### src/rtl/lcd1602_pkg.sv
// Shared definitions for the LCD1602 write sequencer.
//   state_t      : sequencer FSM states
//   CMD_*        : HD44780 command bytes used by the init ROM
//   INIT_LEN     : number of init ROM entries
//   is_long_cmd  : true for commands that need the long execution wait
//   init_rom     : init ROM lookup by index
package lcd1602_pkg;

    typedef enum logic [3:0] {
        ST_PWRUP,
        ST_INIT_SETUP,
        ST_INIT_EN,
        ST_INIT_HOLD,
        ST_INIT_WAIT,
        ST_IDLE,
        ST_SETUP,
        ST_EN,
        ST_HOLD,
        ST_WAIT
    } state_t;

    localparam logic [7:0] CMD_FUNCSET = 8'h38; // 8-bit bus, 2 lines, 5x8 font
    localparam logic [7:0] CMD_DISPON  = 8'h0C; // display on, cursor off
    localparam logic [7:0] CMD_ENTRY   = 8'h06; // increment, no shift
    localparam logic [7:0] CMD_CLEAR   = 8'h01;
    localparam logic [7:0] CMD_HOME    = 8'h02;

    localparam int INIT_LEN = 4;

    // Clear (0x01) and home (0x02/0x03, bit 0 is don't-care) need the long wait.
    function automatic logic is_long_cmd(input logic rs, input logic [7:0] data);
        return !rs && ((data == CMD_CLEAR) || (data == CMD_HOME) || (data == 8'h03));
    endfunction

    function automatic logic [7:0] init_rom(input logic [1:0] idx);
        logic [7:0] val;
        case (idx)
            2'd0:    val = CMD_FUNCSET;
            2'd1:    val = CMD_DISPON;
            2'd2:    val = CMD_ENTRY;
            default: val = CMD_CLEAR;
        endcase
        return val;
    endfunction

endpackage

### src/rtl/lcd1602_phase_timer.sv
// Single down-counter used for every sequencer phase.
//   clk      : system clock
//   load     : load load_val this cycle (also used as the reset path)
//   load_val : phase length minus one
//   done     : counter has reached zero; it stays at zero (no wrap)
module lcd1602_phase_timer #(
    parameter int CNT_W = 20
) (
    input  logic             clk,
    input  logic             load,
    input  logic [CNT_W-1:0] load_val,
    output logic             done
);

    logic [CNT_W-1:0] count;

    // No separate reset: the sequencer asserts load during reset.
    always_ff @(posedge clk) begin
        if (load) begin
            count <= load_val;
        end else if (count != '0) begin
            count <= count - CNT_W'(1);
        end
    end

    assign done = (count == '0);

endmodule

### src/rtl/lcd1602_write_sequencer.sv
// Timing controller for an HD44780-style 16x2 LCD on an 8-bit write-only bus.
// Runs the power-up wait and fixed init sequence, then writes one byte per
// valid/ready handshake with setup, E pulse, hold and execution wait.
//   clk, reset          : system clock, synchronous active-high reset
//   req_valid/rs/data   : byte source (rs=0 command, rs=1 character data)
//   req_ready           : byte accepted on this cycle's edge when valid
//   init_done           : init sequence complete, sticky until reset
//   busy                : init or transfer in progress
//   lcd_rs/rw/en/dat    : LCD bus (rw tied low, en registered)
module lcd1602_write_sequencer
    import lcd1602_pkg::*;
#(
    parameter int T_PWRUP = 750000,
    parameter int T_SETUP = 4,
    parameter int T_EN    = 25,
    parameter int T_HOLD  = 2,
    parameter int T_CMD   = 2000,
    parameter int T_CLR   = 82000,
    parameter int CNT_W   = 20
) (
    input  logic       clk,
    input  logic       reset,
    input  logic       req_valid,
    input  logic       req_rs,
    input  logic [7:0] req_data,
    output logic       req_ready,
    output logic       init_done,
    output logic       busy,
    output logic       lcd_rs,
    output logic       lcd_rw,
    output logic       lcd_en,
    output logic [7:0] lcd_dat
);

    localparam logic [CNT_W-1:0] LD_PWRUP = CNT_W'(T_PWRUP - 1);
    localparam logic [CNT_W-1:0] LD_SETUP = CNT_W'(T_SETUP - 1);
    localparam logic [CNT_W-1:0] LD_EN    = CNT_W'(T_EN - 1);
    localparam logic [CNT_W-1:0] LD_HOLD  = CNT_W'(T_HOLD - 1);
    localparam logic [CNT_W-1:0] LD_CMD   = CNT_W'(T_CMD - 1);
    localparam logic [CNT_W-1:0] LD_CLR   = CNT_W'(T_CLR - 1);

    state_t           state;
    state_t           next_state;
    logic [1:0]       init_idx;
    logic             hold_rs;
    logic [7:0]       hold_data;

    logic             accept;
    logic             timer_done;
    logic             timer_load;
    logic [CNT_W-1:0] timer_val;

    logic             en_nxt;
    logic             rs_nxt;
    logic [7:0]       dat_nxt;
    logic             hold_rs_nxt;
    logic [7:0]       hold_data_nxt;
    logic [1:0]       idx_nxt;
    logic             done_nxt;

    assign lcd_rw = 1'b0;
    assign accept = req_valid && req_ready;

    lcd1602_phase_timer #(
        .CNT_W (CNT_W)
    ) u_timer (
        .clk      (clk),
        .load     (timer_load),
        .load_val (timer_val),
        .done     (timer_done)
    );

    // State and registered outputs.
    always_ff @(posedge clk) begin
        if (reset) begin
            state     <= ST_PWRUP;
            lcd_en    <= 1'b0;
            lcd_rs    <= 1'b0;
            lcd_dat   <= '0;
            hold_rs   <= 1'b0;
            hold_data <= '0;
            init_idx  <= '0;
            init_done <= 1'b0;
        end else begin
            state     <= next_state;
            lcd_en    <= en_nxt;
            lcd_rs    <= rs_nxt;
            lcd_dat   <= dat_nxt;
            hold_rs   <= hold_rs_nxt;
            hold_data <= hold_data_nxt;
            init_idx  <= idx_nxt;
            init_done <= done_nxt;
        end
    end

    // Next-state logic.
    always_comb begin
        next_state = state;
        case (state)
            ST_PWRUP:      if (timer_done) next_state = ST_INIT_SETUP;
            ST_INIT_SETUP: if (timer_done) next_state = ST_INIT_EN;
            ST_INIT_EN:    if (timer_done) next_state = ST_INIT_HOLD;
            ST_INIT_HOLD:  if (timer_done) next_state = ST_INIT_WAIT;
            ST_INIT_WAIT: begin
                if (timer_done) begin
                    next_state = (init_idx == 2'(INIT_LEN - 1)) ? ST_IDLE : ST_INIT_SETUP;
                end
            end
            ST_IDLE:       if (accept) next_state = ST_SETUP;
            ST_SETUP:      if (timer_done) next_state = ST_EN;
            ST_EN:         if (timer_done) next_state = ST_HOLD;
            ST_HOLD:       if (timer_done) next_state = ST_WAIT;
            ST_WAIT: begin
                // The last wait cycle already offers ready so back-to-back
                // bytes go straight to SETUP without an IDLE cycle.
                if (timer_done) next_state = accept ? ST_SETUP : ST_IDLE;
            end
            default:       next_state = ST_PWRUP;
        endcase
    end

    // Outputs, register next values and timer control.
    always_comb begin
        req_ready     = (state == ST_IDLE) || ((state == ST_WAIT) && timer_done);
        busy          = (state != ST_IDLE);

        en_nxt        = (next_state == ST_EN) || (next_state == ST_INIT_EN);
        rs_nxt        = lcd_rs;
        dat_nxt       = lcd_dat;
        hold_rs_nxt   = hold_rs;
        hold_data_nxt = hold_data;
        idx_nxt       = init_idx;
        done_nxt      = init_done;

        if ((next_state == ST_INIT_SETUP) && (state != ST_INIT_SETUP)) begin
            idx_nxt       = (state == ST_PWRUP) ? 2'd0 : (init_idx + 2'd1);
            rs_nxt        = 1'b0;
            dat_nxt       = init_rom(idx_nxt);
            hold_rs_nxt   = 1'b0;
            hold_data_nxt = dat_nxt;
        end

        if (accept) begin
            rs_nxt        = req_rs;
            dat_nxt       = req_data;
            hold_rs_nxt   = req_rs;
            hold_data_nxt = req_data;
        end

        if ((state == ST_INIT_WAIT) && (next_state == ST_IDLE)) begin
            done_nxt = 1'b1;
        end

        timer_load = reset || (next_state != state);
        timer_val  = LD_PWRUP;
        if (!reset) begin
            case (next_state)
                ST_INIT_SETUP, ST_SETUP: timer_val = LD_SETUP;
                ST_INIT_EN, ST_EN:       timer_val = LD_EN;
                ST_INIT_HOLD, ST_HOLD:   timer_val = LD_HOLD;
                ST_INIT_WAIT, ST_WAIT:   timer_val = is_long_cmd(hold_rs, hold_data) ? LD_CLR : LD_CMD;
                default:                 timer_val = LD_PWRUP;
            endcase
        end
    end

endmodule

### config.mk
export PLATFORM = sky130hd
export DESIGN_NAME = lcd1602_write_sequencer
export DESIGN_NICKNAME = d
export VERILOG_FILES = /design/src/rtl/lcd1602_pkg.sv /design/src/rtl/lcd1602_phase_timer.sv /design/src/rtl/lcd1602_write_sequencer.sv
export SDC_FILE = /design/constraint.sdc
export NUM_CORES = 1
export LEC_CHECK = 0
export CORE_AREA = 10 10 88 90
export DETAILED_ROUTE_END_ITERATION = 10
export DIE_AREA = 0 0 98 100
export SYNTH_ARGS = -nofsm -noshare
export SYNTH_HDL_FRONTEND = slang
export SYNTH_HIERARCHICAL = 1
export SYNTH_SLANG_ARGS = --single-unit
### constraint.sdc
create_clock -name clk -period 11.06 [get_ports clk]
set_input_delay 1.106 -clock clk [delete_from_list [all_inputs] [get_ports clk]]
set_output_delay 1.106 -clock clk [all_outputs]
set_load 0.03 [all_outputs]
* Word level (Yosys, flattened, before mapping) *
Cells that the tools add are included.

word-level totals
  register bits = 37
  bits of input ports = 12
  output and inout bits = 14
  word-level logic and storage cells = 81

cells by class
  $add $sub $neg = 2
  equality and inequality tests = 27
  mux-type cells = 24
  reduce and logical (&&, ||, !) cells = 21

operators by type and width
  kind                     count
  $pmux W20 S4             1
  $mux W20                 3
  $mux W4                  10
  $pmux W4 S10             1
  $eq A4 B3 Y1 const B     8
  $logic_not A20 Y1        1
  $reduce_bool A20 Y1      1
  $sub A20 B1 Y20 const B  1
  $pmux W6 S3              1
  $mux W17                 1
  $eq A4 B2 Y1 const B     4
  $eq A4 B4 Y1 const B     4
  $eq A8 B2 Y1 const B     2
  $mux W8                  2
  $eq A4 B1 Y1 const B     2
  $eq A8 B1 Y1 const B     1
  $reduce_or A2 Y1         4
  $logic_and A1 B1 Y1      5
  $logic_or A1 B1 Y1       5
  $eq A2 B2 Y1 const B     2
  $logic_not A4 Y1         1
  $mux W2                  2
  $ne A4 B1 Y1 const B     1
  $ne A4 B3 Y1 const B     1
  8 further kinds          10

* Logic depth before layout (Yosys ltp) *
Gate-level depths: netlist (run 1).

  depth in word-level cells = 12
  mapped depth = 14
  gate-level depth less buffers = 12

* Modules after synthesis *
The synthesis (run 1) kept the hierarchy.

by module, submodules not included
  module                   instances  cells each  area each (um^2)  sequential area each (um^2)
  lcd1602_write_sequencer  1          183         1,366.3           340.3
  lcd1602_phase_timer      1          122         1,236.2           600.6

* Worst setup path after synthesis (run 1) *
OpenSTA, ideal clock, no wires.

  kind = register to register
  start = reg u_timer.count[16]
  end = reg u_timer.count[0], enable pin
  library setup time = 377 ps
  arrival time = 3,262 ps
  required time = 10,683 ps
  setup slack = 7,421 ps
  cell stages (with the launch flop) = 12
  buffers on the path = 3
  clock period less this slack = 3,639 ps
  path through = edfxtp_1 > or4_1 > or4_4 > nor4_4 > buf_4 > clkbuf_1 > nand2_1 > a211oi_1 > or3_1 > clkbuf_1 > inv_1 > nand2_1

between the ends
  longest elaborated chain between the ends = 10
  elaborated cells on any way between the ends = 20
  those cells by class = 1 x eq/ne; 12 x mux; 7 x reduce/logical

ends and longest elaborated chain
  element                                  RTL line                        RTL
  from (decl)                              lcd1602_phase_timer.sv:15       logic [CNT_W-1:0] count;
  from (signal assigned)                   lcd1602_phase_timer.sv:20       count <= load_val;
  from (signal assigned)                   lcd1602_phase_timer.sv:22       count <= count - CNT_W'(1);
  $logic_not A20 Y1 (*)                    lcd1602_phase_timer.sv:26       assign done = (count == '0);
  via timer_done                           lcd1602_write_sequencer.sv:49   logic timer_done;
  $logic_and A1 B1 Y1                      lcd1602_write_sequencer.sv:124  req_ready = (state == ST_IDLE) || ((state == ST_WAIT) && timer_done);
  $logic_or A1 B1 Y1                       lcd1602_write_sequencer.sv:124
  $logic_and A1 B1 Y1                      lcd1602_write_sequencer.sv:62   assign accept = req_valid && req_ready;
  $mux W2                                  lcd1602_write_sequencer.sv:116  if (timer_done) next_state = accept ? ST_SETUP : ST_IDLE;
  $mux W4                                  lcd1602_write_sequencer.sv:116
  $pmux W4 S10 (*)                         lcd1602_write_sequencer.sv:99   case (state)
  $ne A4 B4 Y1 (*)                         lcd1602_write_sequencer.sv:154  timer_load = reset || (next_state != state);
  $logic_or A1 B1 Y1 (*)                   lcd1602_write_sequencer.sv:154
  via timer_load                           lcd1602_write_sequencer.sv:50   logic timer_load;
  $reduce_bool A2 Y1 (no source line) (*)  -

Mark *: on every way through the listed nets, which the timed path passes. The rest lies on a longest branch.
A chain may end at the register's enable or synchronous reset.

* Final worst setup path (run 1) *
  start = reg u_timer.count[16]
  end = reg u_timer.count[5], enable pin

Same word-level chain as after synthesis.

==> summary.md, run 1 <==
| Metric | Value |
|---|---|
| Outcome | finished clean |
| Synthesized instance count | 305 |
| Final min period | 5.004 ns |
| Largest net degree at the start of global routing | 36 |
| Cell Area, Placed | 0.002858 mm² |
| CP max FO | 35 |
| Routability congestion estimate | roughly 0.81 |
| Switching share of power | 0.2299 |
| Initial Util | 0.4244 |
| P_leak | 1.073 nW |
| Post-route setup TNS | 0 ns |
| IO Count | 26 |
| Final setup violation count | 0 |
| Initial drt markers | 48 |
| DR DRC count | 0 |
| Yosys warning total | 6 |
| PortBufs | 24 |
| Final Routed Wirelength | 5967 µm |
| Die width | 98 µm |
| Fmax | 199.9 MHz |
| Sequential power share | 0.532 |
| Area delta synth->final | 14.23% |
| Clock latency on the worst-skew pair | 0.29 ns |
| RSZ-0062 raised after global routing | no |
| Final Hold Fails | 0 |
| Syn avg cell area | 8.533 µm² |
| Post-synth ARST share | 0 |
| Met3 wire length | 324 µm |
| Setup bufs post-CTS | 0 |
| Antenna Cells | 0 |
| Post-synth EDFFs | 20 |
| Post-cts hold buffer count | 0 |
| M1 WL | ~2700 µm |
| Avg WL per Cell | 15.07 µm |
| DRT Pass-1 Iters | 4 |
| Number of global-route vias before repair | 2165 |
| Slew HR | 0.3727 |
| Commonest cells after routing, fill and taps aside | nand2_1 (34), nor2_1 (29), clkdlybuf4s50_1 (24) |
| Placed cells | slightly below 400 |
| Pwr/cell area | around 98 mW/mm² |
| Cell area after layout | 0.002973 mm² |
| WP buf/inv | 1 |
| Max VDD drop | between 0.04 and 0.05 mV |
| Cells along the critical path | or4_1 > or4_4 > nor4_4 > nor2b_1 > a31oi_1 > nor2_1 > a211oi_1 > or3_1 > inv_1 > nand2_1 |
| Critical Path RT | 10.98 ns |
| Initial antenna violation count | 0 |
| First-pass GRT wire length | 10270 µm |
| Clock Tree Root | clkbuf_8 |
| Final HPWL DP | 4173 µm |
| Clock Pin Slew Worst Setup and Hold Paths | 0.08 ns |
| Comb power frac | 0.065 |
| Grt ovf | 0 |
| Final cell count without fillers | approximately 400 |
| Clk sinks | 37 |
| Yosys cell types | 57 |
| Layout cell share with drive strength beyond 1 | 0.05956 |
| CTS max path bufs | 2 |
| Core area | 0.006132 mm² |
| Seq/Total Area, Yosys | 0.3615 |
| H-tree Lvls | 2 |
| Die Area | ~0.01 mm² |
| Vias per cell | 5.629 |
| Pint | approximately 230 µW |
| Tcrit/Tclk final | 0.4524 |
| Routed Antenna Nets | 0 |
| Max-slew violations | 0 |
| Register bit total from synthesis | 37 |
| Slowest cell on crit path | nor4_4 |
| Via count | 2229 |
| Netlist Area Pre-Place | around 0.0026 mm² |
| CTS tree | built |
| Chip height | approximately 100 µm |
| Slew @ Worst Pin | between 0.9 and 1 ns |
| Commonest non-fill, non-tap cell in the layout | nand2_1 |
| MaxCap Viol Count | 0 |
| Tot Pwr | 292.3 µW |
| Main synth FF type | edfxtp_1 |
| CTS Buf Count | 5 |
| Routed wl met2 | approximately 2800 µm |
| Worst setup EP type | flip-flop |
| Startpoint types | flip-flop |
| Worst Skew | 0.006106 ns |
| Switch Pwr | about 67 µW |
| # rows | 29 |
| CP top delay family | simple AND/OR/NAND/NOR gates |
| Crit-path max cell delay | between 0.7 and 0.8 ns |
| # resized after CTS | 0 |
| Worst Hold Margin | 0.4954 ns |
| Clock power frac | 0.403 |
| Nets | 337 |
| Max layer used | met4 |
| Critical path class | reg2reg |
| Data arrival, critical path | 4.92 ns |
| Worst hold path type | reg2reg |
| Total global-route track usage | 0.1216 |
cell families after synthesis:
group / share of synthesized area
DFF: 0.3615
xor gates and xnor gates: 0.05384
other: 0.001441
and+or+nand+nor: 0.2707
buffers and inverters: 0.04999
adders and majority gates: 0.03365
muxes: 0.03462
AOI/OAI and AO/OA: 0.1942
power by group through the flow:
stage,Sequential [mW],Clock (mW),Combinational (mW)
3_3_place_gp,0.158,0,0.0188
3_5_place_dp,0.158,0,0.0191
4_1_cts,0.155,0.122,0.0193
5_1_grt,0.157,0.124,0.0219
2_1_floorplan,0.156,0,0.0136
6_report,0.155,0.118,0.0191
final timing paths:
path                               startpoint                          to  slack (ns)  cells after the start
setup reg to reg  u_timer/count[16]$_DFFE_PP_  u_timer/count[5]$_DFFE_PP_        6.06                     10
setup / recovery  u_timer/count[16]$_DFFE_PP_  u_timer/count[5]$_DFFE_PP_        6.06                     10
hold reg to reg     hold_data[6]$_SDFFE_PP0P_   hold_data[6]$_SDFFE_PP0P_        0.50                      2
hold / removal      hold_data[6]$_SDFFE_PP0P_   hold_data[6]$_SDFFE_PP0P_        0.50                      2
flip-flops by register name (all words and copies together) (netlist names):
register	count
u_timer/count	20
hold_data	8
state	4
init_idx	2
hold_rs	1
init_done	1
lcd_en	1
routing by layer:
layer  global-route usage  up-vias
met2               0.1939       44
met3              0.03228        8
met5                    0        -
met1               0.1559     1039
met4              0.03915        0
li1                     -     1138
worst min-delay path, stage by stage, from the launching register on:
cell and delay (ns):
dfxtp_1 0.33, nand3_1 0.07, a21oi_1 0.06
cells in the mapped netlist, types with 3 or more instances:
| cell type | count | area share |
|---|---|---|
| nor2b_1 | 10 | 0.024 |
| nor2_1 | 29 | 0.042 |
| a211oi_1 | 6 | 0.017 |
| nand2_1 | 34 | 0.049 |
| inv_1 | 9 | 0.013 |
| o21ai_0 | 21 | 0.040 |
| ha_1 | 7 | 0.034 |
| or3_1 | 4 | 0.0096 |
| xor2_1 | 10 | 0.034 |
| nand4_1 | 4 | 0.0096 |
| xnor2_1 | 6 | 0.020 |
| or4_1 | 4 | 0.012 |
| nor3b_1 | 3 | 0.0087 |
| o21ai_1 | 9 | 0.017 |
| a31oi_1 | 6 | 0.014 |
| dfxtp_1 | 17 | 0.13 |
| nand3_1 | 8 | 0.015 |
| a21oi_1 | 11 | 0.021 |
| clkbuf_1 | 12 | 0.017 |
| nor4bb_1 | 3 | 0.012 |
| o31ai_1 | 5 | 0.014 |
| o211ai_1 | 4 | 0.012 |
| edfxtp_1 | 20 | 0.23 |
| nor4_1 | 6 | 0.014 |
| mux2i_1 | 9 | 0.035 |
| and2_1 | 4 | 0.0096 |
| buf_2 | 5 | 0.0096 |
per-stage QoR:
step,setup WS (ns),util
finish,6.056,0.4848
global route,5.599,0.4848
CTS,6.073,0.4848
detailed placement,6.087,0.4660
global placement,6.171,0.4660
floorplan,7.421,-
area by class of cell:
cell class	count	area, µm²
sequential	37	940.9
fill	579	3159
timing repair buffer	24	240.2
clock buffer	8	115.1
tap	77	96.34
inverter	10	37.54
multi-input combinational	240	1543
No activity file was read; power rests on OpenSTA's default activity.
==> run 2, diff against run 1 <==
Settings changed: PLACE_DENSITY from default to 0.66.
Clock period 11.06 ns to 4.1 ns, I/O delays scaled along.
==> summary.md, run 2 (synthesis gave the netlist of run 1 again) <==
| Metric | Value |
|---|---|
| Setup bufs post-CTS | 0 (unchanged) |
| Post-cts hold buffer count | 0 (unchanged) |
| Clock latency on the worst-skew pair | 0.30 ns (was 0.29 ns) |
| Initial antenna violation count | 0 (unchanged) |
| Slowest cell on crit path | clkdlybuf4s50_1 (was nor4_4) |
| Clk sinks | 37 (unchanged) |
| Fmax | 272.5 MHz |
| MaxCap Viol Count | 0 (unchanged) |
| Worst setup EP type | output pin (was flip-flop) |
| Grt ovf | 0 (unchanged) |
| Commonest non-fill, non-tap cell in the layout | nand2_1 (unchanged) |
| Largest Register | u_timer/count (unchanged) |
| CP dominant cell by count | buf_4 |
| Via count | 2263 (was 2229) |
| Nets | 344 (was 337) |
| Chip height | 100 µm (unchanged) |
| Initial drt markers | 118 (was 48) |
| Pwr/cell area | 244.6 mW/mm² (was 98.32 mW/mm²) |
| CP max FO | 11 (was 35) |
| Number of global-route vias before repair | 2214 (was 2165) |
| CTS tree | built (unchanged) |
| CTS max path bufs | 2 (unchanged) |
| Crit-path max cell delay | 0.68 ns (was 0.78 ns) |
| Cells along the critical path | or4_1 > or4_4 > nor4_4 > buf_4 > buf_4 > and3b_1 > o211a_1 > clkdlybuf4s50_1 (was or4_1 > or4_4 > nor4_4 > nor2b_1 > a31oi_1 > nor2_1 > a211oi_1 > or3_1 > inv_1 > nand2_1) |
| Die width | 98 µm (unchanged) |
| Avg WL per Cell | 15.10 µm (was 15.07 µm) |
| DR DRC count | 0 (unchanged) |
| Final Routed Wirelength | 6085 µm (was 5967 µm) |
| Slew HR | 0.4039 (was 0.3727) |
| Largest regs | u_timer/count: 20 flops, hold_data: 8 flops, state: 4 flops (unchanged) |
| WP buf/inv | 3 (was 1) |
| Final Hold Fails | 0 (unchanged) |
| Commonest cells after routing, fill and taps aside | nand2_1 (34), nor2_1 (29), clkdlybuf4s50_1 (24) (unchanged) |
| Worst Skew | 0.008947 ns (was 0.006106 ns) |
| Worst Hold Margin | 0.4867 ns (was 0.4954 ns) |
| # rows | 29 (unchanged) |
| Hold path depth | 2 (unchanged) |
| FF-to-FF path depth | 11 (was 10) |
| Worst hold path type | reg2reg (unchanged) |
| Total global-route track usage | 0.1227 (was 0.1216) |
| Tcrit/Tclk final | 0.8950 |
| H-tree Lvls | 2 (unchanged) |
| CTS Buf Count | 5 (unchanged) |
| Antenna Cells | 0 (unchanged) |
| Fillcell total | 587 (was 579) |
| Max VDD drop | 0.1289 mV (was 0.04534 mV) |
| First-pass GRT wire length | 10310 µm (was 10270 µm) |
| Slew @ Worst Pin | 0.8913 ns (was 0.9410 ns) |
| Final min period | between 3 and 4 ns |
| RSZ-0062 raised after global routing | no (unchanged) |
| CP top delay family | simple AND/OR/NAND/NOR gates (unchanged) |
| Routed Antenna Nets | 0 (unchanged) |
| Final HPWL DP | 4258 µm (was 4173 µm) |
| Clock Pin Slew Worst Setup and Hold Paths | 0.08 ns (about the same) |
| Critical Path RT | 3.69 ns (was 10.98 ns) |
| Routability congestion estimate | 0.8816 (was 0.8146) |
| Outcome | finished clean (unchanged) |
| Post-route setup TNS | 0 ns (unchanged) |
| Layout cell share with drive strength beyond 1 | 0.07362 (was 0.05956) |
| IO Count | 26 (unchanged) |
| Vias per cell | 5.615 (was 5.629) |
| Critical path class | reg2out (was reg2reg) |
| Die Area | 0.009800 mm² (unchanged) |
| Startpoint types | flip-flop (unchanged) |
| Clock Tree Root | clkbuf_8 (unchanged) |
| Max-slew violations | 0 (unchanged) |
| CP Depth | 8 (was 10) |
| # resized after CTS | 0 (unchanged) |
| P_leak | 1.087 nW (was 1.073 nW) |
| PortBufs | 24 (unchanged) |
| Initial Util | 0.4244 (unchanged) |
| Area delta synth->final | 15.05% (was 14.23%) |
| Core area | 0.006132 mm² (unchanged) |
| Max reg flops | 20 (unchanged) |
| Final setup violation count | 0 (unchanged) |
| DRT Pass-1 Iters | 4 (unchanged) |
| Data arrival, critical path | 3.26 ns (was 4.92 ns) |
| Largest net degree at the start of global routing | 35 (was 36) |
-- run 2: cell count changes in the layout (fill, tap and decap cells not counted), sizes merged --
cell,previous run,this run
buf,0,7
clkinvlp,0,1
clkbuf,8,6
clkinv,0,1
-- run 2: area by class of cell --
class                   count  area [µm²]  area share
flip-flops and latches     37       940.9      0.3142
repair buffers             31       292.8     0.09779
well taps                  77       96.34     0.03218
clock inverters             2       11.26    0.003761
inverters                  10       37.54     0.01254
clock buffers               6       72.57     0.02424
multi-input cells         240        1543      0.5153
-- run 2: metrics by stage --
step / setup WS (ns) / instances / util / cell area [µm²] / total power, mW
after floorplan: 0.4611 / 308 / - / 2614 / 0.4588
after global placement: 0.3843 / 394 / 0.4734 / 2903 / 0.4790
after detailed placement: 0.2687 / 394 / 0.4734 / 2903 / 0.4807
after CTS: 0.1371 / 402 / 0.4870 / 2987 / 0.7403
after global routing: 0.1468 / 403 / 0.4883 / 2994 / 0.7623
final: 0.4304 / 403 / 0.4883 / 2994 / 0.7324
-- run 2: path summary, 6_finish.rpt --
check        slack [ns]                          to                   startpoint
max reg2reg        0.54  u_timer/count[5]$_DFFE_PP_  u_timer/count[16]$_DFFE_PP_
min                0.49      init_done$_SDFFE_PP0P_       init_done$_SDFFE_PP0P_
min reg2reg        0.49      init_done$_SDFFE_PP0P_       init_done$_SDFFE_PP0P_
max                0.43                   req_ready  u_timer/count[16]$_DFFE_PP_
-- run 2: worst reg2reg max path, delay by kind of cell (launching register included) --
kind,cells,cell delay (ns)
simple gates,6,1.77
flops,1,0.47
buf+inv,1,0.20
compound gates,4,0.86
-- run 2: metal layers --
layer / global-route usage / up-vias / part of all wire
met1: 0.1487 / 1060 / 0.46
li1: - / 1143 / -
met2: 0.2025 / 52 / 0.49
met4: 0.04362 / 0 / 0.016
met5: 0 / - / 0
met3: 0.03503 / 8 / 0.042
-- run 2: report_power, final --
group          switching, mW  internal [mW]  total (mW)
logic                 0.0283         0.0252      0.0535
registers             0.0170          0.403       0.420
clock network          0.141          0.118       0.259
==> run 3, diff against run 2 <==
Settings changed: CORE_AREA 10 10 88 90 to 10 10 92 94, DIE_AREA 0 0 98 100 to 0 0 102 104, PLACE_DENSITY 0.66 to default.
==> summary.md, run 3 (synthesis gave the netlist of run 1 again) <==
| Metric | Value |
|---|---|
| Slew @ Worst Pin | 0.8112 ns (was 0.8913 ns) |
| Total global-route track usage | 0.1172 (was 0.1227) |
| Switch Pwr | 179.1 µW (was 186.7 µW) |
| PortBufs | 24 (unchanged) |
| Worst hold path type | reg2reg (unchanged) |
| Avg WL per Cell | 15.16 µm (was 15.10 µm) |
| Via count | 2241 (was 2263) |
| CTS max path bufs | 2 (unchanged) |
| Commonest cells after routing, fill and taps aside | nand2_1 (34), nor2_1 (29), clkdlybuf4s50_1 (24) (unchanged) |
| Chip height | 104 µm (was 100 µm) |
| Critical Path RT | 3.69 ns (about the same) |
| Initial Util | 0.3895 (was 0.4244) |
| Clock power frac | 0.399 (was 0.354) |
| Antenna Cells | 0 (unchanged) |
| Vias per cell | 5.547 (was 5.615) |
| DR DRC count | 0 (unchanged) |
| Routability congestion estimate | 0.8486 (was 0.8816) |
| Switching share of power | 0.2278 (was 0.2550) |
| Largest net degree at the start of global routing | 35 (unchanged) |
| Largest Register | u_timer/count (unchanged) |
| Largest regs | u_timer/count: 20 flops, hold_data: 8 flops, state: 4 flops (unchanged) |
| Clk sinks | 37 (unchanged) |
| Initial drt markers | 86 (was 118) |
| Core area | 0.006681 mm² (was 0.006132 mm²) |
| Die Area | 0.01061 mm² (was 0.009800 mm²) |
| Placed cells | 396 (was 394) |
| Initial antenna violation count | 0 (unchanged) |
| Post-cts hold buffer count | 0 (unchanged) |
| Clock Pin Slew Worst Setup and Hold Paths | 0.08 ns (about the same) |
| Slew HR | 0.4580 (was 0.4039) |
| Die width | 102 µm (was 98 µm) |
| Nets | 342 (was 344) |
| Hold Crit Endpoint | init_done$_SDFFE_PP0P_ (unchanged) |
| H-tree Lvls | 2 (unchanged) |
| Layout cell share with drive strength beyond 1 | 0.06790 (was 0.07362) |
| Area delta synth->final | 15.48% (was 15.05%) |
| MaxCap Viol Count | 0 (unchanged) |
| # rows | 30 (was 29) |
| DRT Pass-1 Iters | 4 (unchanged) |
| Hold path depth | 2 (unchanged) |
| Tcrit/Tclk final | 0.9231 (was 0.8950) |
| Crit-path max cell delay | 0.68 ns (about the same) |
| Final Routed Wirelength | 6124 µm (was 6085 µm) |
| Post-route setup TNS | 0 ns (unchanged) |
| First-pass GRT wire length | 10270 µm (was 10310 µm) |
| Max reg flops | 20 (unchanged) |
| Startpoint types | flip-flop (unchanged) |
| Cells along the critical path | or4_1 > or4_4 > nor4_4 > buf_4 > and3b_1 > o211a_1 > clkdlybuf4s50_1 (was or4_1 > or4_4 > nor4_4 > buf_4 > buf_4 > and3b_1 > o211a_1 > clkdlybuf4s50_1) |
| Max VDD drop | 0.1104 mV (was 0.1289 mV) |
| Pint | 607.3 µW (was 545.7 µW) |
| CTS Buf Count | 5 (unchanged) |
| Critical path class | reg2out (unchanged) |
| Final Hold Fails | 0 (unchanged) |
| FF-to-FF path depth | 11 (unchanged) |
| Sequential power share | 0.533 (was 0.573) |
| Worst setup EP type | output pin (unchanged) |
| Grt ovf | 0 (unchanged) |
| Commonest non-fill, non-tap cell in the layout | nand2_1 (unchanged) |
| P_leak | 1.089 nW (was 1.087 nW) |
| # resized after CTS | 0 (unchanged) |
| Comb power frac | 0.068 (was 0.073) |
| RSZ-0062 raised after global routing | no (unchanged) |
| Setup bufs post-CTS | 0 (unchanged) |
| Outcome | finished clean (unchanged) |
| Clock latency on the worst-skew pair | 0.29 ns (was 0.30 ns) |
| Slowest cell on crit path | clkdlybuf4s50_1 (unchanged) |
| Hold Crit Start | init_done$_SDFFE_PP0P_ (unchanged) |
| CTS tree | built (unchanged) |
| Launch instance of the worst register-to-register path | u_timer/count[16]$_DFFE_PP_ (unchanged) |
| Fmax | 264.2 MHz (was 272.5 MHz) |
| Pwr/cell area | 261.7 mW/mm² (was 244.6 mW/mm²) |
| Final min period | 3.785 ns (was 3.670 ns) |
| Max-slew violations | 0 (unchanged) |
| Reg2reg setup slack | 0.45 ns (was 0.54 ns) |
| IO Count | 26 (unchanged) |
| Final HPWL DP | 4354 µm (was 4258 µm) |
| Routed Antenna Nets | 0 (unchanged) |
| Reg-to-Reg End | u_timer/count[17]$_DFFE_PP_ (was u_timer/count[5]$_DFFE_PP_) |
| Final setup violation count | 0 (unchanged) |
| Clock Tree Root | clkbuf_8 (unchanged) |
| Worst Skew | 0.006123 ns (was 0.008947 ns) |
| CP max FO | 15 (was 11) |
| Data arrival, critical path | 3.37 ns (was 3.26 ns) |
| Number of global-route vias before repair | 2161 (was 2214) |
| Final cell count without fillers | 404 (was 403) |
run 3: how the worst max path moves through the flow:
stage / slack (ns) / to / from / cells past startpoint
after floorplan: 0.46 / u_timer/count[0]$_DFFE_PP_ / u_timer/count[16]$_DFFE_PP_ / 11
after global routing: 0.15 / u_timer/count[12]$_DFFE_PP_ / u_timer/count[16]$_DFFE_PP_ / 11
after global placement: 0.52 / u_timer/count[5]$_DFFE_PP_ / u_timer/count[16]$_DFFE_PP_ / 11
final: 0.32 / req_ready / u_timer/count[16]$_DFFE_PP_ / 7
after detailed placement: 0.47 / u_timer/count[17]$_DFFE_PP_ / u_timer/count[16]$_DFFE_PP_ / 11
after CTS: 0.30 / req_ready / u_timer/count[16]$_DFFE_PP_ / 7
run 3: per-stage QoR:
step / hold slack [ns] / worst slack [ns] / instance area, µm² / power (mW) / utilization
floorplan: 0.4680 / 0.4611 / 2614 / 0.4588 / -
detailed placement: 0.4715 / 0.4688 / 2899 / 0.4809 / 0.4339
global placement: 0.4636 / 0.5207 / 2899 / 0.4807 / 0.4339
finish: 0.4906 / 0.3152 / 3005 / 0.7864 / 0.4498
CTS: 0.4915 / 0.3014 / 3005 / 0.7965 / 0.4498
global route: 0.5223 / 0.1477 / 3005 / 0.8201 / 0.4498
run 3: per-layer routing:
layer / wire length (µm) / share of wire / global-route usage
met5: 0 / 0 / 0
met4: 48 / 0.0078 / 0.03327
met3: 322 / 0.053 / 0.03588
met2: 2935 / 0.48 / 0.1858
met1: 2818 / 0.46 / 0.1477
run 3: final cells by class:
cell class,instances,area (µm²)
Multi-Input combinational cell,240,1543
Sequential cell,37,940.9
Tap cell,80,100.1
Fill cell,670,3676
Timing Repair Buffer,29,277.8
Clock buffer,6,72.57
Clock inverter,2,33.78
Inverter,10,37.54
run 3: critical path: cells and delay by family (launching register included):
kind	cells	cell delay (ns)
buf+inv	2	0.95
simple gates	4	1.51
compound gates	1	0.17
flops	1	0.47
run 3: power by group through the flow:
| stage | registers (mW) | logic [mW] | clock network (mW) |
|---|---|---|---|
| global route | 0.421 | 0.0596 | 0.339 |
| CTS | 0.419 | 0.0537 | 0.324 |
| floorplan | 0.422 | 0.0368 | 0 |
| finish | 0.419 | 0.0533 | 0.314 |
| global placement | 0.428 | 0.0530 | 0 |
| detailed placement | 0.428 | 0.0533 | 0 |
